<file path="config.mk">
export PLATFORM = sky130hd
export DESIGN_NAME = adc_seq_sched
export DESIGN_NICKNAME = d
export VERILOG_FILES = /design/src/rtl/adc_seq_pkg.sv /design/src/rtl/adc_period_timer.sv /design/src/rtl/adc_seq_sched.sv
export SDC_FILE = /design/constraint.sdc
export NUM_CORES = 1
export LEC_CHECK = 0
export ABC_CLOCK_PERIOD_IN_PS = 2300
export CAP_MARGIN = 20
export CORE_MARGIN = 2
export CORE_UTILIZATION = 51
export CTS_BUF_LIST = sky130_fd_sc_hd__clkbuf_8
export CTS_CLUSTER_DIAMETER = 120
export CTS_CLUSTER_SIZE = 24
export DETAILED_ROUTE_END_ITERATION = 16
export PLACE_DENSITY = 0.85
export RECOVER_POWER = 25
export SYNTH_ARGS = -nofsm -noshare
export SYNTH_HDL_FRONTEND = slang
export SYNTH_SLANG_ARGS = --single-unit
</file>
<file path="constraint.sdc">
create_clock -name adc_clk -period 2.3 [get_ports adc_clk]
set_input_delay 0.23 -clock adc_clk [delete_from_list [all_inputs] [get_ports adc_clk]]
set_output_delay 0.23 -clock adc_clk [all_outputs]
set_load 0.02 [all_outputs]
</file>
<file path="src/rtl/adc_seq_pkg.sv">
// adc_seq_pkg: shared state encoding, FIFO word layout and channel helpers for the LTC2308 scan scheduler
package adc_seq_pkg;
    localparam int NUM_CH = 8;
    localparam int CH_W = 3;
    localparam int SAMPLE_W = 12;
    localparam int WORD_W = 16;
    localparam int SAMPLE_LSB = 0;
    localparam int TAG_LSB = 12;

    typedef enum logic [2:0] {
        S_IDLE  = 3'd0,
        S_ARM   = 3'd1,
        S_START = 3'd2,
        S_CONV  = 3'd3,
        S_STORE = 3'd4
    } sched_state_t;

    typedef struct packed {
        logic            found;
        logic [CH_W-1:0] ch;
    } ch_sel_t;

    // lowest set bit of mask strictly above index after (after = -1 gives the first set bit)
    function automatic ch_sel_t next_ch(input logic [NUM_CH-1:0] mask, input int after);
        next_ch = '0;
        for (int i = NUM_CH - 1; i >= 0; i--)
            if (mask[i] && i > after) next_ch = '{found: 1'b1, ch: CH_W'(i)};
    endfunction

    function automatic logic [WORD_W-1:0] pack_word(input logic [CH_W-1:0] ch, input logic [SAMPLE_W-1:0] sample);
        pack_word = '0;
        pack_word[TAG_LSB +: CH_W] = ch;
        pack_word[SAMPLE_LSB +: SAMPLE_W] = sample;
    endfunction
endpackage

</file>
<file path="src/rtl/adc_period_timer.sv">
// adc_period_timer: reloading down-counter that emits one scan tick every period+1 cycles while enabled
module adc_period_timer
    import adc_seq_pkg::*;
#(
    parameter int PERIOD_W = 16
) (
    input  logic                adc_clk,
    input  logic                adc_reset,
    input  logic                enable,
    input  logic [PERIOD_W-1:0] period,
    output logic                tick
);
    logic [PERIOD_W-1:0] count;

    assign tick = enable && count == '0;

    always_ff @(posedge adc_clk)
        count <= (adc_reset || !enable || tick) ? period : count - 1'b1;
endmodule

</file>
<file path="src/rtl/adc_seq_sched.sv">
// adc_seq_sched: periodic LTC2308 channel scanner with one-deep result pipeline and tagged FIFO writes
module adc_seq_sched #(
    parameter int NUM_CH   = adc_seq_pkg::NUM_CH,
    parameter int PERIOD_W = 16
) (
    input  logic                adc_clk,
    input  logic                adc_reset,
    input  logic                enable,
    input  logic [NUM_CH-1:0]   ch_mask,
    input  logic [PERIOD_W-1:0] period,
    input  logic                measure_done,
    input  logic [11:0]         measure_dataread,
    output logic                measure_start,
    output logic [2:0]          measure_ch,
    input  logic                fifo_wrfull,
    output logic                fifo_wrreq,
    output logic [15:0]         fifo_data,
    output logic [15:0]         overflow_count,
    output logic                tick_miss,
    output logic                busy,
    output logic [2:0]          sched_state
);
    import adc_seq_pkg::*;

    sched_state_t      state, next_state;
    logic              tick, launch, settle, priming, last_conv, pending;
    logic              store, store_ok, store_drop;
    logic [NUM_CH-1:0] scan_mask;
    logic [CH_W-1:0]   cur_ch, tag_ch;
    ch_sel_t           arm_sel, wrap_sel, next_sel;

    adc_period_timer #(.PERIOD_W(PERIOD_W)) u_timer (
        .adc_clk  (adc_clk),
        .adc_reset(adc_reset),
        .enable   (enable),
        .period   (period),
        .tick     (tick)
    );

    assign arm_sel    = next_ch(ch_mask, -1);
    assign wrap_sel   = next_ch(scan_mask, -1);
    assign next_sel   = next_ch(scan_mask, int'(cur_ch));
    assign launch     = (tick || (pending && enable)) && ch_mask != '0;
    assign store      = state == S_STORE && !priming;
    assign store_ok   = store && !fifo_wrfull;
    assign store_drop = store && fifo_wrfull;

    assign measure_start = state == S_START;
    assign measure_ch    = cur_ch;
    assign busy          = state != S_IDLE;
    assign sched_state   = state;

    always_comb begin
        next_state = state;
        case (state)
            S_IDLE:  next_state = launch ? S_ARM : S_IDLE;
            S_ARM:   next_state = S_START;
            S_START: next_state = S_CONV;
            // settle masks the stale done level left over from the previous conversion
            S_CONV:  next_state = (!settle && measure_done) ? S_STORE : S_CONV;
            S_STORE: next_state = (last_conv || !enable) ? S_IDLE : S_START;
            default: next_state = S_IDLE;
        endcase
    end

    always_ff @(posedge adc_clk) begin
        if (adc_reset) begin
            state          <= S_IDLE;
            settle         <= 1'b0;
            priming        <= 1'b0;
            last_conv      <= 1'b0;
            pending        <= 1'b0;
            tick_miss      <= 1'b0;
            scan_mask      <= '0;
            cur_ch         <= '0;
            tag_ch         <= '0;
            fifo_wrreq     <= 1'b0;
            fifo_data      <= '0;
            overflow_count <= '0;
        end else begin
            state      <= next_state;
            settle     <= state == S_START;
            fifo_wrreq <= store_ok;
            if (store_ok) fifo_data <= pack_word(tag_ch, measure_dataread);
            if (store_drop && overflow_count != '1) overflow_count <= overflow_count + 1'b1;
            pending <= (!enable || state == S_IDLE) ? 1'b0 : (pending || tick);
            if (tick && pending && state != S_IDLE) tick_miss <= 1'b1;
            if (state == S_ARM) begin
                scan_mask <= ch_mask;
                cur_ch    <= arm_sel.ch;
                priming   <= 1'b1;
                last_conv <= 1'b0;
            end
            // after the last set bit the first channel is re-issued to flush the pipeline
            if (state == S_STORE) begin
                tag_ch    <= cur_ch;
                priming   <= 1'b0;
                cur_ch    <= next_sel.found ? next_sel.ch : wrap_sel.ch;
                last_conv <= !next_sel.found;
            end
        end
    end
endmodule

</file>
==> results of run 1 <==
[cell families after synthesis]
logic type	Yosys count
AO/OA/AOI/OAI	94
XOR/XNOR	24
adder cells (fa/ha/maj)	3
buffers and inverters	33
flip-flops	70
multiplexers	1
other	1
AND/OR/NAND/NOR	193
[synth_stat cells, types with 3 or more instances]
cell | instances | area share
a211oi_1 | 3 | 0.0068
a21oi_1 | 40 | 0.060
a31oi_1 | 4 | 0.0076
and3_1 | 5 | 0.0095
and4_1 | 3 | 0.0079
clkbuf_1 | 20 | 0.023
dfxtp_1 | 70 | 0.42
ha_1 | 3 | 0.011
inv_1 | 8 | 0.0091
nand2_1 | 85 | 0.096
nand2b_1 | 10 | 0.019
nand3_1 | 7 | 0.011
nand4_1 | 3 | 0.0057
nor2_1 | 35 | 0.040
nor3_1 | 8 | 0.012
nor3_2 | 4 | 0.012
nor3b_1 | 4 | 0.0091
nor4_1 | 7 | 0.013
o211ai_1 | 3 | 0.0068
o21ai_0 | 4 | 0.0060
o21ai_1 | 20 | 0.030
o31ai_1 | 6 | 0.014
or3_1 | 4 | 0.0076
or4_1 | 3 | 0.0068
xnor2_1 | 16 | 0.042
xor2_1 | 8 | 0.021
[report_power, final]
| part | total [mW] | leakage (nW) | switching (mW) | internal, mW |
|---|---|---|---|---|
| sequential | 1.26 | 0.570 | 0.0268 | 1.24 |
| combinational | 0.182 | 0.875 | 0.0784 | 0.104 |
| clock | 0.982 | 0.0996 | 0.478 | 0.504 |
| total | 2.43 | 1.54 | 0.583 | 1.85 |
[placed cells by master (no fill, tap or decap), types with 7 or more instances in the layout]
cell / netlist / final
clkbuf_8: 0 / 9
nor3_1: 8 / 8
nand2b_1: 10 / 10
dfxtp_1: 70 / 70
nor2_1: 35 / 35
nand2_1: 85 / 85
xor2_1: 8 / 8
xnor2_1: 16 / 16
dlygate4sd3_1: 0 / 12
buf_4: 2 / 9
nand3_1: 7 / 7
nor4_1: 7 / 7
o21ai_1: 20 / 20
clkdlybuf4s50_1: 0 / 68
inv_1: 8 / 8
a21oi_1: 40 / 40
[registers in the layout (all words and copies together), names as in the netlist, 3 cells and up]
register,count
measure_ch,3
tag_ch,3
overflow_count,16
fifo_data,15
scan_mask,8
sched_state,3
u_timer.count,16
[layout make-up]
type	instances	area (um2)	share of cell area
flip-flops and latches	70	1400	0.320
clock buffers	9	124	0.0283
inverters	8	30.0	0.00686
clock inverters	7	73.8	0.0169
repair buffers	92	881	0.201
multi-input cells	316	1770	0.405
well taps	77	96.3	0.0220
[per-layer routing]
layer | routed length (um) | GRT usage | share of wire | vias up
met3 | 484 | 0.0541 | 0.063 | 19
li1 | - | - | - | 1605
met5 | 0 | 0 | 0 | -
met2 | 3550 | 0.359 | 0.46 | 116
met4 | 211 | 0.108 | 0.027 | 0
met1 | 3470 | 0.283 | 0.45 | 1470
[worst reg2reg max path, delay by kind of cell (launching register included)]
kind,cells,cell delay (ns)
and+or+nand+nor,3,1.49
DFF,1,0.40
AOI/OAI and AO/OA,1,0.15
[final timing paths]
check / startpoint / to / slack (ns) / cells past startpoint
min reg2reg: fifo_data[12] / fifo_data[12] / 0.45 / 2
max: sched_state[2] / measure_start / 0.18 / 4
min: adc_reset / tick_miss / 0.30 / 2
max reg2reg: sched_state[0] / overflow_count[6] / 0.19 / 4
==> results by group, run 1 <==
Floorplanning
  – Core area: 6310 um2
  – Initial core utilization: 0.524
  – Die height: 84.6 um
  – I/O pins: 83
  – # rows: 29
  – Chip Width: 84.6 um
  – Die area: 7150 um2

Critical path
  – Worst path bufs/invs: 2
  – CP cell instances: clkbuf_1, nand2b_1, nor2_1, clkdlybuf4s50_1
  – Critical Path Start Type: register
  – Slowest CP cell: clkdlybuf4s50_1
  – Critical Path Fanout Max: 10
  – Cell family with most CP delay: buffers and inverters
  – Crit path kind: reg2out
  – Crit-path max cell delay: 0.62 ns
  – Crit path DAT: 1.89 ns
  – CP Capture Type: output port
  – Critical path required time: 2.07 ns

STA
  – Setup WS post-layout: 0.177 ns
  – Total negative slack: 0 ns
  – Final slew viol count: 0
  – Worst Tran Pin Value: 0.562 ns
  – Fmax: 471 MHz
  – Final Hold Slack: 0.297 ns
  – Max transition margin: 0.622
  – Final Setup Violations: 0
  – Final period utilization: 0.923
  – Hold Fails Final Rpt: 0
  – RSZ-0062 raised after global routing: no
  – Skew final: 0.0105 ns
  – Tmin final: 2.12 ns

Placement
  – DP Wirelength: 5470 um
  – Final GP Congestion: 0.925
  – Post-Place Setup Slack: 0.210 ns
  – DP Area: 4190 um2
  – Port Buffers: 81
  – Post-Place Cells: 563

Cells and area
  – Area delta synth->final: 32.4%
  – Final nets: 541
  – Final instance area: 4380 um2
  – Fill cells: 521
  – ANT cells: 0
  – Layout Cells excl Fill: 579
  – Final core occ: 0.694
  – Layout cell share with drive strength beyond 1: 0.0677

Synthesis
  – Sequential share of the synthesized area: 0.423
  – EDFF count, synth: 0
  – Post-synthesis cell area: 3310 um2
  – Synth Register Bits: 70
  – Async SR Flop Fraction: 0
  – Mux cell area share after synthesis: 0.00302
  – Syn nets: 463
  – Simple-Gate Fraction of Synth Area: 0.290
  – Adder-cell share of the synthesized area: 0.0113
  – Yosys warnings: 0
  – Synth Area in XOR/XNOR: 0.0635
  – Compound-gate portion of the synthesized area: 0.167
  – Largest family of logic cells by synthesized area: simple AND/OR/NAND/NOR gates
  – Ys flop type: dfxtp_1
  – Netlist cell types: 53
  – Mapped Cells: 419
  – Mean post-synth cell area: 7.90 um2

CTS
  – CTS H-tree depth: 3
  – Cts repair resizes: 0
  – Clk root buf: clkbuf_8
  – CTS Buf Count: 9
  – CTS tree: done
  – Clk sinks: 70
  – Worst-Skew Late Latency: 0.34 ns
  – Hold_buf cts: 0
  – Clock Tree Buf Depth: 2
  – Clock transition at path regs: 0.07 ns
  – Post-CTS setup buffer count: 0

Power and ir drop
  – Leakage: 1.54 nW
  – Power per cell area: 555 nW/um2
  – Final Power: 2.43 mW
  – Peak VDD IR: 0.000409 V

Routing
  – Routed wire per std cell: 13.3 um
  – DR vias: 3210
  – Initial DRC count: 127
  – DRT Wirelength: 7720 um
  – Routed Antenna Nets: 0
  – DRC viols: 0
  – Drt pass-1 iters: 4
  – Via density per instance: 5.54

Worst hold path
  – Worst hold path type: in2reg

Run
  – Max Cap Viol: 0

GRT
  – Overflow after GRT: 0
  – Vias in the first global route: 3038
  – First-pass GRT wire length: 13200 um
  – Largest net degree at the start of global routing: 37
  – Initial antenna violation count: 0
  – Total GRT Usage: 0.224

Run status
  – Status: finished clean
Power figures use the tool's default switching activity.
==> inputs of run 2 (changes only) <==
--- a/config.mk
+++ b/config.mk
@@ -15,6 +15,7 @@
 export DETAILED_ROUTE_END_ITERATION = 16
 export PLACE_DENSITY = 0.85
 export RECOVER_POWER = 25
+export SETUP_SLACK_MARGIN = 0.2
 export SYNTH_ARGS = -nofsm -noshare
 export SYNTH_HDL_FRONTEND = slang
 export SYNTH_SLANG_ARGS = --single-unit
==> results by group, run 2 (same netlist as run 1, synthesis figures left out) <==
Cells and area
  – Area delta synth->final: 31.5% (was 32.4%)
  – Most frequent cells in the layout: nand2_1 (85), dfxtp_1 (69), clkdlybuf4s50_1 (67) (was nand2_1 (85), dfxtp_1 (70), clkdlybuf4s50_1 (68))
  – Register Area: 1410 um2 (was 1400 um2)
  – ANT cells: 0 (unchanged)
  – Fill cells: 535 (was 521)
  – Largest regs: overflow_count x16, u_timer.count x16, fifo_data x15 (unchanged)
  – Final nets: 539 (was 541)
  – Area occupied by multi-input gates: 1790 um2 (was 1770 um2)
  – Final instance area: 4350 um2 (was 4380 um2)
  – Layout cell share with drive strength beyond 1: 0.0681 (was 0.0677)
  – Most common cell after layout, fill and taps aside: nand2_1 (unchanged)

Routing
  – DRT Wirelength: 8080 um (was 7720 um)
  – DRC viols: 0 (unchanged)
  – DR vias: 3229 (was 3210)
  – Routed wire per std cell: 14.0 um (was 13.3 um)
  – Routed Antenna Nets: 0 (unchanged)
  – Drt pass-1 iters: 6 (was 4)
  – Initial DRC count: 130 (was 127)
  – Via density per instance: 5.61 (was 5.54)

Worst hold path
  – Min-Delay Startpoint: adc_reset (unchanged)
  – Hold endpoint: last_conv (was tick_miss)
  – Worst hold path type: in2reg (unchanged)
  – WHS Path Cells: 2 (unchanged)

Critical path
  – Worst r2r dst: overflow_count[13] (was overflow_count[6])
  – Crit path kind: reg2reg (was reg2out)
  – Critical path startpoint: sched_state[0] (was sched_state[2])
  – Critical Path Start Type: register (unchanged)
  – Critical Path Fanout Max: 11 (was 10)
  – CP Capture Type: register (was output port)
  – FF-to-FF Start: sched_state[0] (unchanged)
  – Crit path DAT: 2.30 ns (was 1.89 ns)
  – Critical path required time: 2.58 ns (was 2.07 ns)
  – FF-to-FF setup slack: 0.27 ns (was 0.19 ns)
  – Worst-case reg-to-reg path depth: 5 (was 4)

Power and ir drop
  – Switching Fraction: 0.245 (was 0.240)
  – Clk pwr share: 0.361 (was 0.404)
  – Power per cell area: 522 nW/um2 (was 555 nW/um2)
  – Internal power: 1.71 mW (was 1.85 mW)
  – Peak VDD IR: 0.000360 V (was 0.000409 V)
  – Logic pwr share: 0.082 (was 0.075)
  – Seq pwr share: 0.557 (was 0.520)
  – P_sw: 557 uW (was 583 uW)
  – Leakage: 1.55 nW (was 1.54 nW)

Run
  – Max Cap Viol: 0 (unchanged)

Floorplanning
  – Chip Width: 84.6 um (unchanged)
  – Initial core utilization: 0.524 (unchanged)
  – # rows: 29 (unchanged)
  – I/O pins: 83 (unchanged)
  – Core area: 6310 um2 (unchanged)
  – Die area: 7150 um2 (unchanged)
  – Die height: 84.6 um (unchanged)

STA
  – RSZ-0062 raised after global routing: no (unchanged)
  – Max transition margin: 0.537 (was 0.622)
  – Final slew viol count: 0 (unchanged)
  – Total negative slack: 0 ns (unchanged)
  – Tmin final: 2.03 ns (was 2.12 ns)
  – Final period utilization: 0.881 (was 0.923)
  – Fmax: 494 MHz (was 471 MHz)
  – Hold Fails Final Rpt: 0 (unchanged)
  – Skew final: 0.00622 ns (was 0.0105 ns)
  – Worst Tran Pin Value: 0.692 ns (was 0.562 ns)
  – Final Setup Violations: 0 (unchanged)

Placement
  – Port Buffers: 81 (unchanged)
  – Final GP Congestion: 0.955 (was 0.925)
  – DP Wirelength: 5630 um (was 5470 um)
  – DP Area: 4180 um2 (was 4190 um2)

GRT
  – First-pass GRT wire length: 13200 um (unchanged)
  – Largest net degree at the start of global routing: 37 (unchanged)
  – Vias in the first global route: 3007 (was 3038)
  – Overflow after GRT: 0 (unchanged)
  – Total GRT Usage: 0.224 (about the same)
  – Initial antenna violation count: 0 (unchanged)

CTS
  – Clock Tree Buf Depth: 2 (unchanged)
  – CTS H-tree depth: 3 (unchanged)
  – Clk sinks: 70 (unchanged)
  – CTS tree: done (unchanged)
  – CTS Buf Count: 9 (unchanged)
  – Worst-Skew Late Latency: 0.34 ns (about the same)
  – Clk root buf: clkbuf_8 (unchanged)
  – Clock transition at path regs: 0.07 ns (about the same)

Run status
  – Status: finished clean (unchanged)
run 2: changes by cell type in the layout (fill, tap and decap cells not counted), sizes merged:
cell           previous run  this run
buf                      10         9
bufinv                    1         0
clkbuf                   11        10
clkdlybuf4s50            68        67
dlymetal6s2s              0         1
run 2: area by class of cell:
type                       instances  share of cell area
clock buffer                       9              0.0285
clock inverter                     6             0.00719
inverter                           8             0.00690
multi-input combinational        316               0.412
sequential                        70               0.323
tap                               77              0.0221
timing repair buffer              90               0.200
run 2: layer usage:
layer / up-vias / routed length, um / share of wire / track usage
li1: 1605 / - / - / -
met1: 1509 / 3490 / 0.43 / 0.283
met2: 103 / 3960 / 0.49 / 0.364
met3: 12 / 497 / 0.061 / 0.0492
met4: 0 / 135 / 0.017 / 0.101
met5: - / 0 / 0 / 0
run 2: critical path: stages, from the launching register on:
cell and delay [ns]:
dfxtp_1 0.41, or3b_4 0.45, or2_1 0.30, a21o_1 0.25, or4_1 0.41, a21oi_1 0.14
run 2: worst max path at each step:
stage                              end  depth (start not counted)
floorplan            overflow_count[6]                          6
global placement     overflow_count[6]                          4
detailed placement   overflow_count[6]                          4
CTS                  overflow_count[6]                          4
global route        overflow_count[13]                          5
finish              overflow_count[13]                          5
run 2: through the flow:
step / util / total power, mW / instances / hold WS [ns] / setup slack, ns
6_report: 0.689 / 2.27 / 576 / 0.309 / 0.274
5_1_grt: 0.689 / 2.36 / 576 / 0.325 / 0.171
4_1_cts: 0.686 / 2.28 / 576 / 0.301 / 0.202
3_5_place_dp: 0.662 / 1.47 / 561 / 0.444 / 0.209
3_3_place_gp: 0.662 / 1.47 / 561 / 0.442 / 0.269
2_1_floorplan: - / 1.37 / 419 / 0.345 / 0.218
run 2: power groups by stage:
stage          clock (mW)  sequential (mW)  combinational (mW)
3_3_place_gp            0             1.29               0.176
3_5_place_dp            0             1.29               0.182
4_1_cts             0.836             1.26               0.184
5_1_grt             0.886             1.27               0.206
6_report            0.821             1.27               0.185
2_1_floorplan           0             1.29              0.0882
run 2: what timing repair did:
action / in CTS / in global routing
endpoints found under the setup margin: 0 / 25
gates resized for setup: 0 / 6
hold buffers: 0 / 0
buffers inserted: 0 / 0
